$ cat src/rtl/clk_wiz_pkg.sv
`default_nettype none
// ============================================================================
//  Module   : clk_wiz_pkg
//  Purpose  : Shared constants, lock-state encoding and parameter helpers for
//             the counter-based EPD clock generator.
//  Ports    : none (package)
//  Revision : 1.0  initial release
// ============================================================================
package clk_wiz_pkg;

  localparam int CLK_IN_HZ       = 200_000_000;
  localparam int DIV_EPP         = 6;   // 200 MHz / 6 = 33.33 MHz
  localparam int PHASE_EPP       = 3;   // half a period of lag = 180 deg
  localparam int LOCK_CYCLES_DEF = 64;

  typedef enum logic [0:0] {
    LOCK_ACQUIRE = 1'b0,
    LOCK_DONE    = 1'b1
  } lock_state_e;

  // A divider ratio is usable only if it is even (exact 50% duty) and >= 2.
  function automatic bit div_ok(input int div);
    return (div >= 2) && ((div % 2) == 0);
  endfunction

  // Counter preload that makes the output lag a zero-start divider by
  // 'phase' input cycles.
  function automatic int start_count(input int div, input int phase);
    return (div - phase) % div;
  endfunction

endpackage
`default_nettype wire

$ cat src/rtl/clk_wiz_if.sv
`default_nettype none
// ============================================================================
//  Module   : clk_wiz_if
//  Purpose  : Output bundle of the clock generator.
//  Signals  : clk_out1 - core logic clock
//             clk_out2 - phase-shifted panel XCL clock
//             locked   - outputs running and valid
//  Modports : master (generator side, drives), slave (consumer side)
//  Revision : 1.0  initial release
// ============================================================================
interface clk_wiz_if;
  logic clk_out1;
  logic clk_out2;
  logic locked;

  modport master (output clk_out1, output clk_out2, output locked);
  modport slave  (input  clk_out1, input  clk_out2, input  locked);
endinterface
`default_nettype wire

$ cat src/rtl/clk_div_phase.sv
`default_nettype none
// ============================================================================
//  Module   : clk_div_phase
//  Purpose  : Even-ratio clock divider with a programmable start count.
//             Output is registered and high while the next count is in the
//             lower half of 0..DIV-1, giving exactly DIV/2 high, DIV/2 low.
//  Ports    : clk  in  1  input clock
//             en   in  1  run enable; 0 holds count at 0 and q low
//             q    out 1  divided clock
//  Revision : 1.0  initial release
// ============================================================================
module clk_div_phase
  import clk_wiz_pkg::*;
#(
  parameter int DIV   = DIV_EPP,
  parameter int START = 0
) (
  input  logic clk,
  input  logic en,
  output logic q
);

  localparam int            CW      = (DIV > 1) ? $clog2(DIV) : 1;
  localparam logic [CW-1:0] C_LAST  = CW'(DIV - 1);
  localparam logic [CW-1:0] C_START = CW'(START);
  localparam logic [CW-1:0] C_HALF  = CW'(DIV / 2);

  logic [CW-1:0] count_q, count_d;
  logic          run_q,   run_d;
  logic          q_q,     q_d;

  // run_q remembers whether the previous edge was enabled, so the first
  // enabled edge loads START instead of incrementing from the idle 0.
  always_comb begin
    count_d = '0;
    run_d   = 1'b0;
    q_d     = 1'b0;
    if (en) begin
      run_d = 1'b1;
      if (!run_q) begin
        count_d = C_START;
      end else if (count_q == C_LAST) begin
        count_d = '0;
      end else begin
        count_d = count_q + CW'(1);
      end
      q_d = (count_d < C_HALF);
    end
  end

  // No reset input: en is low throughout reset, which clears every flop.
  always_ff @(posedge clk) begin
    count_q <= count_d;
    run_q   <= run_d;
    q_q     <= q_d;
  end

  assign q = q_q;

endmodule
`default_nettype wire

$ cat src/rtl/clk_wiz.sv
`default_nettype none
// ============================================================================
//  Module   : clk_wiz
//  Purpose  : Behavioural clock generator for the EPD panel driver. Divides
//             the board oscillator into the core clock (clk_out1) and the
//             phase-shifted panel XCL clock (clk_out2), gated until a fixed
//             lock delay after reset release.
//  Ports    : clk_in1_p in  1  oscillator, positive leg (the only clock)
//             clk_in1_n in  1  oscillator, negative leg (not used by logic)
//             resetn    in  1  synchronous active-low reset
//             out_if    master clk_wiz_if: clk_out1, clk_out2, locked
//  Revision : 1.0  initial release
// ============================================================================
module clk_wiz
  import clk_wiz_pkg::*;
#(
  parameter int DIV1        = DIV_EPP,
  parameter int DIV2        = DIV_EPP,
  parameter int PHASE2      = PHASE_EPP,
  parameter int LOCK_CYCLES = LOCK_CYCLES_DEF
) (
  input  logic      clk_in1_p,
  input  logic      clk_in1_n,
  input  logic      resetn,
  clk_wiz_if.master out_if
);

  // Elaboration-time parameter screening.
  if (!div_ok(DIV1)) begin : g_bad_div1
    $error("clk_wiz: DIV1 must be even and >= 2");
  end
  if (!div_ok(DIV2)) begin : g_bad_div2
    $error("clk_wiz: DIV2 must be even and >= 2");
  end
  if ((PHASE2 < 0) || (PHASE2 >= DIV2)) begin : g_bad_phase2
    $error("clk_wiz: PHASE2 must be in 0..DIV2-1");
  end
  if (LOCK_CYCLES < 1) begin : g_bad_lock
    $error("clk_wiz: LOCK_CYCLES must be >= 1");
  end

  localparam int            LW     = $clog2(LOCK_CYCLES + 1);
  localparam logic [LW-1:0] C_LOCK = LW'(LOCK_CYCLES);
  localparam int            START2 = start_count(DIV2, PHASE2);

  logic clk;
  assign clk = clk_in1_p;

  // The negative leg only exists for pin compatibility.
  logic unused_clk_in1_n;
  assign unused_clk_in1_n = clk_in1_n;

  logic [LW-1:0] lock_cnt_q, lock_cnt_d;
  lock_state_e   state_q,    state_d;
  logic          div_en;
  logic          q1, q2;

  // Next state assuming resetn is high; the reset itself is applied in the
  // register process below.
  always_comb begin
    lock_cnt_d = (lock_cnt_q == C_LOCK) ? lock_cnt_q : lock_cnt_q + LW'(1);
    state_d    = state_q;
    case (state_q)
      LOCK_ACQUIRE: if (lock_cnt_d == C_LOCK) state_d = LOCK_DONE;
      LOCK_DONE:    state_d = LOCK_DONE;
      default:      state_d = LOCK_ACQUIRE;
    endcase
  end

  always_ff @(posedge clk) begin
    if (!resetn) begin
      lock_cnt_q <= '0;
      state_q    <= LOCK_ACQUIRE;
    end else begin
      lock_cnt_q <= lock_cnt_d;
      state_q    <= state_d;
    end
  end

  // Dividers are enabled by the value locked takes at this edge, so they
  // start on the lock edge itself and drop on the same edge a reset lands.
  assign div_en = resetn && (state_d == LOCK_DONE);

  clk_div_phase #(
    .DIV   (DIV1),
    .START (0)
  ) u_div1 (
    .clk (clk),
    .en  (div_en),
    .q   (q1)
  );

  clk_div_phase #(
    .DIV   (DIV2),
    .START (START2)
  ) u_div2 (
    .clk (clk),
    .en  (div_en),
    .q   (q2)
  );

  // Gate with the registered lock flag as a second guard against any
  // divider output escaping while unlocked.
  assign out_if.locked   = (state_q == LOCK_DONE);
  assign out_if.clk_out1 = q1 && (state_q == LOCK_DONE);
  assign out_if.clk_out2 = q2 && (state_q == LOCK_DONE);

endmodule
`default_nettype wire

$ cat src/flat_wrapper.sv
// flat-port wrapper written by rule: the top's interface ports become plain ports
module clk_wiz_flat import clk_wiz_pkg::*;
#(
  parameter int DIV1        = DIV_EPP,
  parameter int DIV2        = DIV_EPP,
  parameter int PHASE2      = PHASE_EPP,
  parameter int LOCK_CYCLES = LOCK_CYCLES_DEF
)
  (clk_in1_p, clk_in1_n, resetn, out_if_clk_out1, out_if_clk_out2, out_if_locked);
  clk_wiz_if out_if_i ();
  input  logic clk_in1_p;
  input  logic clk_in1_n;
  input  logic resetn;
  output wire logic [$bits(out_if_i.clk_out1)-1:0] out_if_clk_out1;
  output wire logic [$bits(out_if_i.clk_out2)-1:0] out_if_clk_out2;
  output wire logic [$bits(out_if_i.locked)-1:0] out_if_locked;
  assign out_if_clk_out1 = out_if_i.clk_out1;
  assign out_if_clk_out2 = out_if_i.clk_out2;
  assign out_if_locked = out_if_i.locked;
  clk_wiz #(.DIV1(DIV1), .DIV2(DIV2), .PHASE2(PHASE2), .LOCK_CYCLES(LOCK_CYCLES)) u_core (.clk_in1_p(clk_in1_p), .clk_in1_n(clk_in1_n), .resetn(resetn), .out_if(out_if_i));
endmodule
$ cat config.mk
export PLATFORM = sky130hd
export DESIGN_NAME = clk_wiz_flat
export DESIGN_NICKNAME = d
export VERILOG_FILES = /design/src/rtl/clk_wiz_pkg.sv /design/src/rtl/clk_wiz_if.sv /design/src/rtl/clk_div_phase.sv /design/src/rtl/clk_wiz.sv /design/src/flat_wrapper.sv
export SDC_FILE = /design/constraint.sdc
export NUM_CORES = 1
export LEC_CHECK = 0
export CORE_MARGIN = 3
export CORE_UTILIZATION = 40
export CTS_CLUSTER_DIAMETER = 40
export DETAILED_ROUTE_END_ITERATION = 6
export PLACE_DENSITY = 0.56
export SLEW_MARGIN = 20
export SYNTH_ARGS = -nofsm -noshare
export SYNTH_HDL_FRONTEND = slang
export SYNTH_SLANG_ARGS = --single-unit
$ cat constraint.sdc
create_clock -name clk_in1_p -period 3 [get_ports clk_in1_p]
set_input_delay 0.3 -clock clk_in1_p [delete_from_list [all_inputs] [get_ports clk_in1_p]]
set_output_delay 0.3 -clock clk_in1_p [all_outputs]
set_load 0.02 [all_outputs]
[After elaboration in Yosys (flattened, before gate mapping)]
Cells that the tools add are included.
Storage, ports and cells
  register bits: 17
  input bits: 3
  output and inout port bits: 3
  word-level logic and storage cells: 30
Cells by class
  $add $sub $neg: 3
  order comparisons: 2
  eq/ne operators: 4
  muxes and demuxes: 10
  bitwise gates (word level): 1
  reduce and logical (&&, ||, !) cells: 3
Operators with widths (count)
  3-bit 2-to-1 mux: 6
  7-bit equality test, second input constant: 2
  7-bit by 1-bit adder with 7-bit output, second input constant: 1
  7-bit 2-to-1 mux: 1
  3-bit by 1-bit adder with 3-bit output, second input constant: 2
  3-bit equality test, second input constant: 2
  3-bit by 2-bit less-than comparator with 1-bit output, second input constant: 2
  1-bit logical AND: 3
  1-bit 2-to-1 mux: 2
  1-bit case mux with 2 select lines: 1
  1-bit NOT: 1

[Logic depth before layout (Yosys ltp)]
  depth after elaboration: 8
  mapped depth: 6
  depth with buffers taken out: 6

[Modules after synthesis]
A second synthesis with hierarchy kept.
Second synthesis, totals
  cells, all modules: 81
  area total of the unflattened synthesis: 783.3 µm²
Modules (own cells, without submodules)
  clk_wiz: times used 1, cells an instance 49, area each 456.7 µm², seq. area each 160.2 µm²
  clk_div_phase at u_core.u_div2: times used 1, cells an instance 16, area each 166.4 µm², seq. area each 100.1 µm²
  clk_div_phase at u_core.u_div1: times used 1, cells an instance 16, area each 160.2 µm², seq. area each 100.1 µm²

[Worst setup path after synthesis]
OpenSTA, ideal clock, no wires.
  kind: flip-flop to flip-flop
  start: register u_core.lock_cnt_q[0]
  end: register u_core.u_div2.q_q (netlist: u_core.u_div2.q)
  setup time: 0.087 ns
  arrival time: 1.600 ns
  required time: 2.913 ns
  path slack: 1.313 ns
  stages on the path, launching flop included: 7
  path buffers: 0
  clock period less this slack: 1.687 ns
  cell sequence: dfxtp_1 inv_1 ha_1 a311oi_1 o2bb2ai_2 a32oi_4 nor4b_2
Between the ends
  word-level cells in the longest chain between the ends: 6
  elaborated cells on any way between the ends: 7
  those cells by class: 1 x add/sub; 2 x eq/ne; 3 x mux; 1 x reduce/logical
RTL lines
  from (decl): line clk_wiz.sv:53  | logic [LW-1:0] lock_cnt_q, lock_cnt_d;
  from (signal assigned): line clk_wiz.sv:75  | lock_cnt_q <= lock_cnt_d;
  7-bit by 1-bit adder with 7-bit output or 7-bit equality test (tied branches): line clk_wiz.sv:61  | lock_cnt_d = (lock_cnt_q == C_LOCK) ? lock_cnt_q : lock_cnt_q + LW'(1);
  7-bit 2-to-1 mux (*): line clk_wiz.sv:61
  7-bit equality test (*): line clk_wiz.sv:64  | LOCK_ACQUIRE: if (lock_cnt_d == C_LOCK) state_d = LOCK_DONE;
  1-bit 2-to-1 mux (*): line clk_wiz.sv:64
  1-bit case mux with 2 select lines (*): line clk_wiz.sv:63  | case (state_q)
  1-bit logical AND (*): line clk_wiz.sv:82  | assign div_en = resetn && (state_d == LOCK_DONE);
  to (signal assigned): line clk_div_phase.sv:55  | q_q <= q_d;
  to (decl): line clk_div_phase.sv:30  | logic q_q, q_d;
Every way passes the cells marked *; elsewhere a longest branch is shown, timed or not.
A chain may end at the register's enable or synchronous reset.

[Worst setup path after layout]
  start: register u_core.lock_cnt_q[1]
  end: register u_core.u_div2.q_q (netlist: u_core.u_div2.q)
Same word-level chain as after synthesis.

==> flow_summary.toml <==
[run_status]
outcome = "finished clean"

[placement]
portBuffers = 4
dp_slack_ps = 1060
globalplace.congestion = 0.669
dpl.cell_count = 108

[drt]
wl_per_cell_um = 10.3
drt_iter0_drc = 2
antenna_left = 0
viasPerCell = 4.88
route.detailed.drc = 0
vias = 546
wirelength_mm = 1.16
firstDrtPassIters = 2

[synthesis]
netlist_instances = 79
ys_seq_area_share_pct = 42.3
synthArstFlopShare_pct = 0
syn-cell-area_um2 = 805
synth_ff_type = "dfxtp_1"
yosysTopAreaCell = "dfxtp_1"
yosysMostFrequentCell = "dfxtp_1"
yosysTopAreaCellShare_pct = 42.3
ys_warn_count = 0
synth_seq_cells = 17
synth_common_cells = "dfxtp_1 (17), and2_1 (6), inv_1 (6)"
synth_edf_count = 0
avgSynthCellArea_um2 = 10.2
synthTopCellsByArea = "dfxtp_1 (42%), and2_1 (4.7%), a32oi_4 (3.4%), xnor2_1 (3.3%), xor2_1 (3.3%)"
synth_cell_types = 30
syn_nets = 84

[sta]
finClkSkew_ps = 5.66
period_minus_slack_ps = 1840
fmax_mhz = 544
layout_setup_ws_ps = 1160
rsz0062_at_grt = "false"
tns_ps = 0
worst_pin_slew_ps = 512
setup_viol_count_final = 0
min_period_over_period_pct = 61.3
finalHoldViolations = 0
drv_slew = 0
maxSlewHeadroom_pct = 65.4

[power]
leakagePower_uw = 0.000330
peakVddDrop_uv = 301
power.density_mw_per_mm2 = 423

[setup_path]
path_buf_inv = 0
cp_data_required_time_ps = 3210
max_stage_delay_ps = 470
crit_path_end_kind = "flop"
path_cells = "ha_1 > o311ai_0 > o2bb2ai_2 > a32oi_4 > nor4b_2"
critPathKind = "flop to flop"
arrival_ps = 2050
path_max_fanout = 10
cp-start-kind = "flop"
crit_slowest_cell = "o311ai_0"
path_delay_family = "compound AO/OA/AOI/OAI gates"

[job]
drv_cap = 0

[clocking]
cts_tree = "yes"
cts_resized = 0
clkTransAtPathRegs_ps = 100
cts_buffer_depth = 2
cts_buffers = 3
cts_root_buffer = "clkbuf_4"
cts_hold_buffers = 0
cts_setup_buffers = 0
htree_levels = 1
clkSinkCount = 17
clock_latency_ps = 290

[global_route]
antenna_found_initial = 0
grt-ovfl-total = 0
grt_pass1_vias = 520
grt_usage_pct = 11.7
grt_start_max_net_pins = 11
grt_pass1_wl_mm = 2.24

[hold_path]
hp-class = "flop to flop"

[cells_and_area]
multi_input_area_um2 = 442
regArea_um2 = 340
drive_above_1_share_pct = 14.9
area_growth_pct = 12.3
fin_util_pct = 49.6
fillers = 181
layout.nets = 93
antennaDiodeCount = 0
finalNonFillerCells = 112

[floorplanning]
die_w_um = 50.8
rows = 15
die_y_um = 50.8
start_util_pct = 44.2
core-area_mm2 = 0.00182
dieArea_mm2 = 0.00259
io_pins = 6
==> per-stage QoR <==
| step | hold WS (ps) | power [uW] | cell area [um2] |
|---|---|---|---|
| 6_report | 496 | 382 | 903 |
| 5_1_grt | 518 | 402 | 903 |
| 4_1_cts | 499 | 390 | 903 |
| 3_5_place_dp | 486 | 267 | 876 |
| 3_3_place_gp | 475 | 266 | 876 |
| 2_1_floorplan | 422 | 260 | 805 |
==> layout by cell type (no fill, tap or decap), drive strengths merged, types with 3 or more instances in the layout <==
cell / n
xor2: 3
nand3: 3
nand2: 4
a21oi: 5
clkdlybuf4s50: 4
clkbuf: 3
mux2i: 3
dfxtp: 17
xnor2: 3
nor2: 5
and2: 6
inv: 6
nor2b: 4
==> flip-flops by register name, summed over array words and instances (netlist names) <==
signal                 cells
u_core.u_div2.count_q      3
u_core.u_div1.count_q      3
u_core.u_div1.run_q        1
u_core.u_div1.q            1
u_core.lock_cnt_q          7
u_core.u_div2.q            1
u_core.out_if.locked       1
==> report_power, final <==
part | switching, uW | internal [uW]
combinational | 14.1 | 12.5
sequential | 5.05 | 229
clock | 71.4 | 49.6
total | 90.6 | 291
==> logic make-up (layout without fill, tap and decap cells) <==
family / after synthesis / in the layout / share of synthesized area [%]
AND/OR/NAND/NOR: 33 / 33 / 26.7
buffers and inverters: 6 / 14 / 2.80
AO/OA/AOI/OAI: 12 / 12 / 13.2
flip-flops: 17 / 17 / 42.3
adder cells (fa/ha/maj): 2 / 2 / 3.11
multiplexers: 3 / 3 / 5.29
XOR/XNOR: 6 / 6 / 6.53
==> per-layer routing <==
metal / vias up / track usage [%] / routed length, um
met1: 245 / 14.8 / 564
li1: 292 / - / -
met3: 2 / 5.25 / 51
met5: - / 0 / 0
met4: 0 / 5.38 / 10
met2: 7 / 17.0 / 528
==> final cells by class <==
cell class	count	area share, %
Multi-Input combinational cell	56	48.9
Clock buffer	3	2.49
Inverter	6	2.49
Sequential cell	17	37.7
Tap cell	25	3.46
Clock inverter	1	0.554
Timing Repair Buffer	4	4.43
==> final timing paths <==
check	start	end	slack [ps]	cells after the start
hold / removal	u_core.u_div2.count_q[0]	u_core.u_div2.count_q[0]	500	1
setup reg to reg	u_core.lock_cnt_q[1]	u_core.u_div2.q	1160	5
hold reg to reg	u_core.u_div2.count_q[0]	u_core.u_div2.count_q[0]	500	1
setup / recovery	u_core.lock_cnt_q[1]	u_core.u_div2.q	1160	5
No activity file was read; power rests on OpenSTA's default activity.
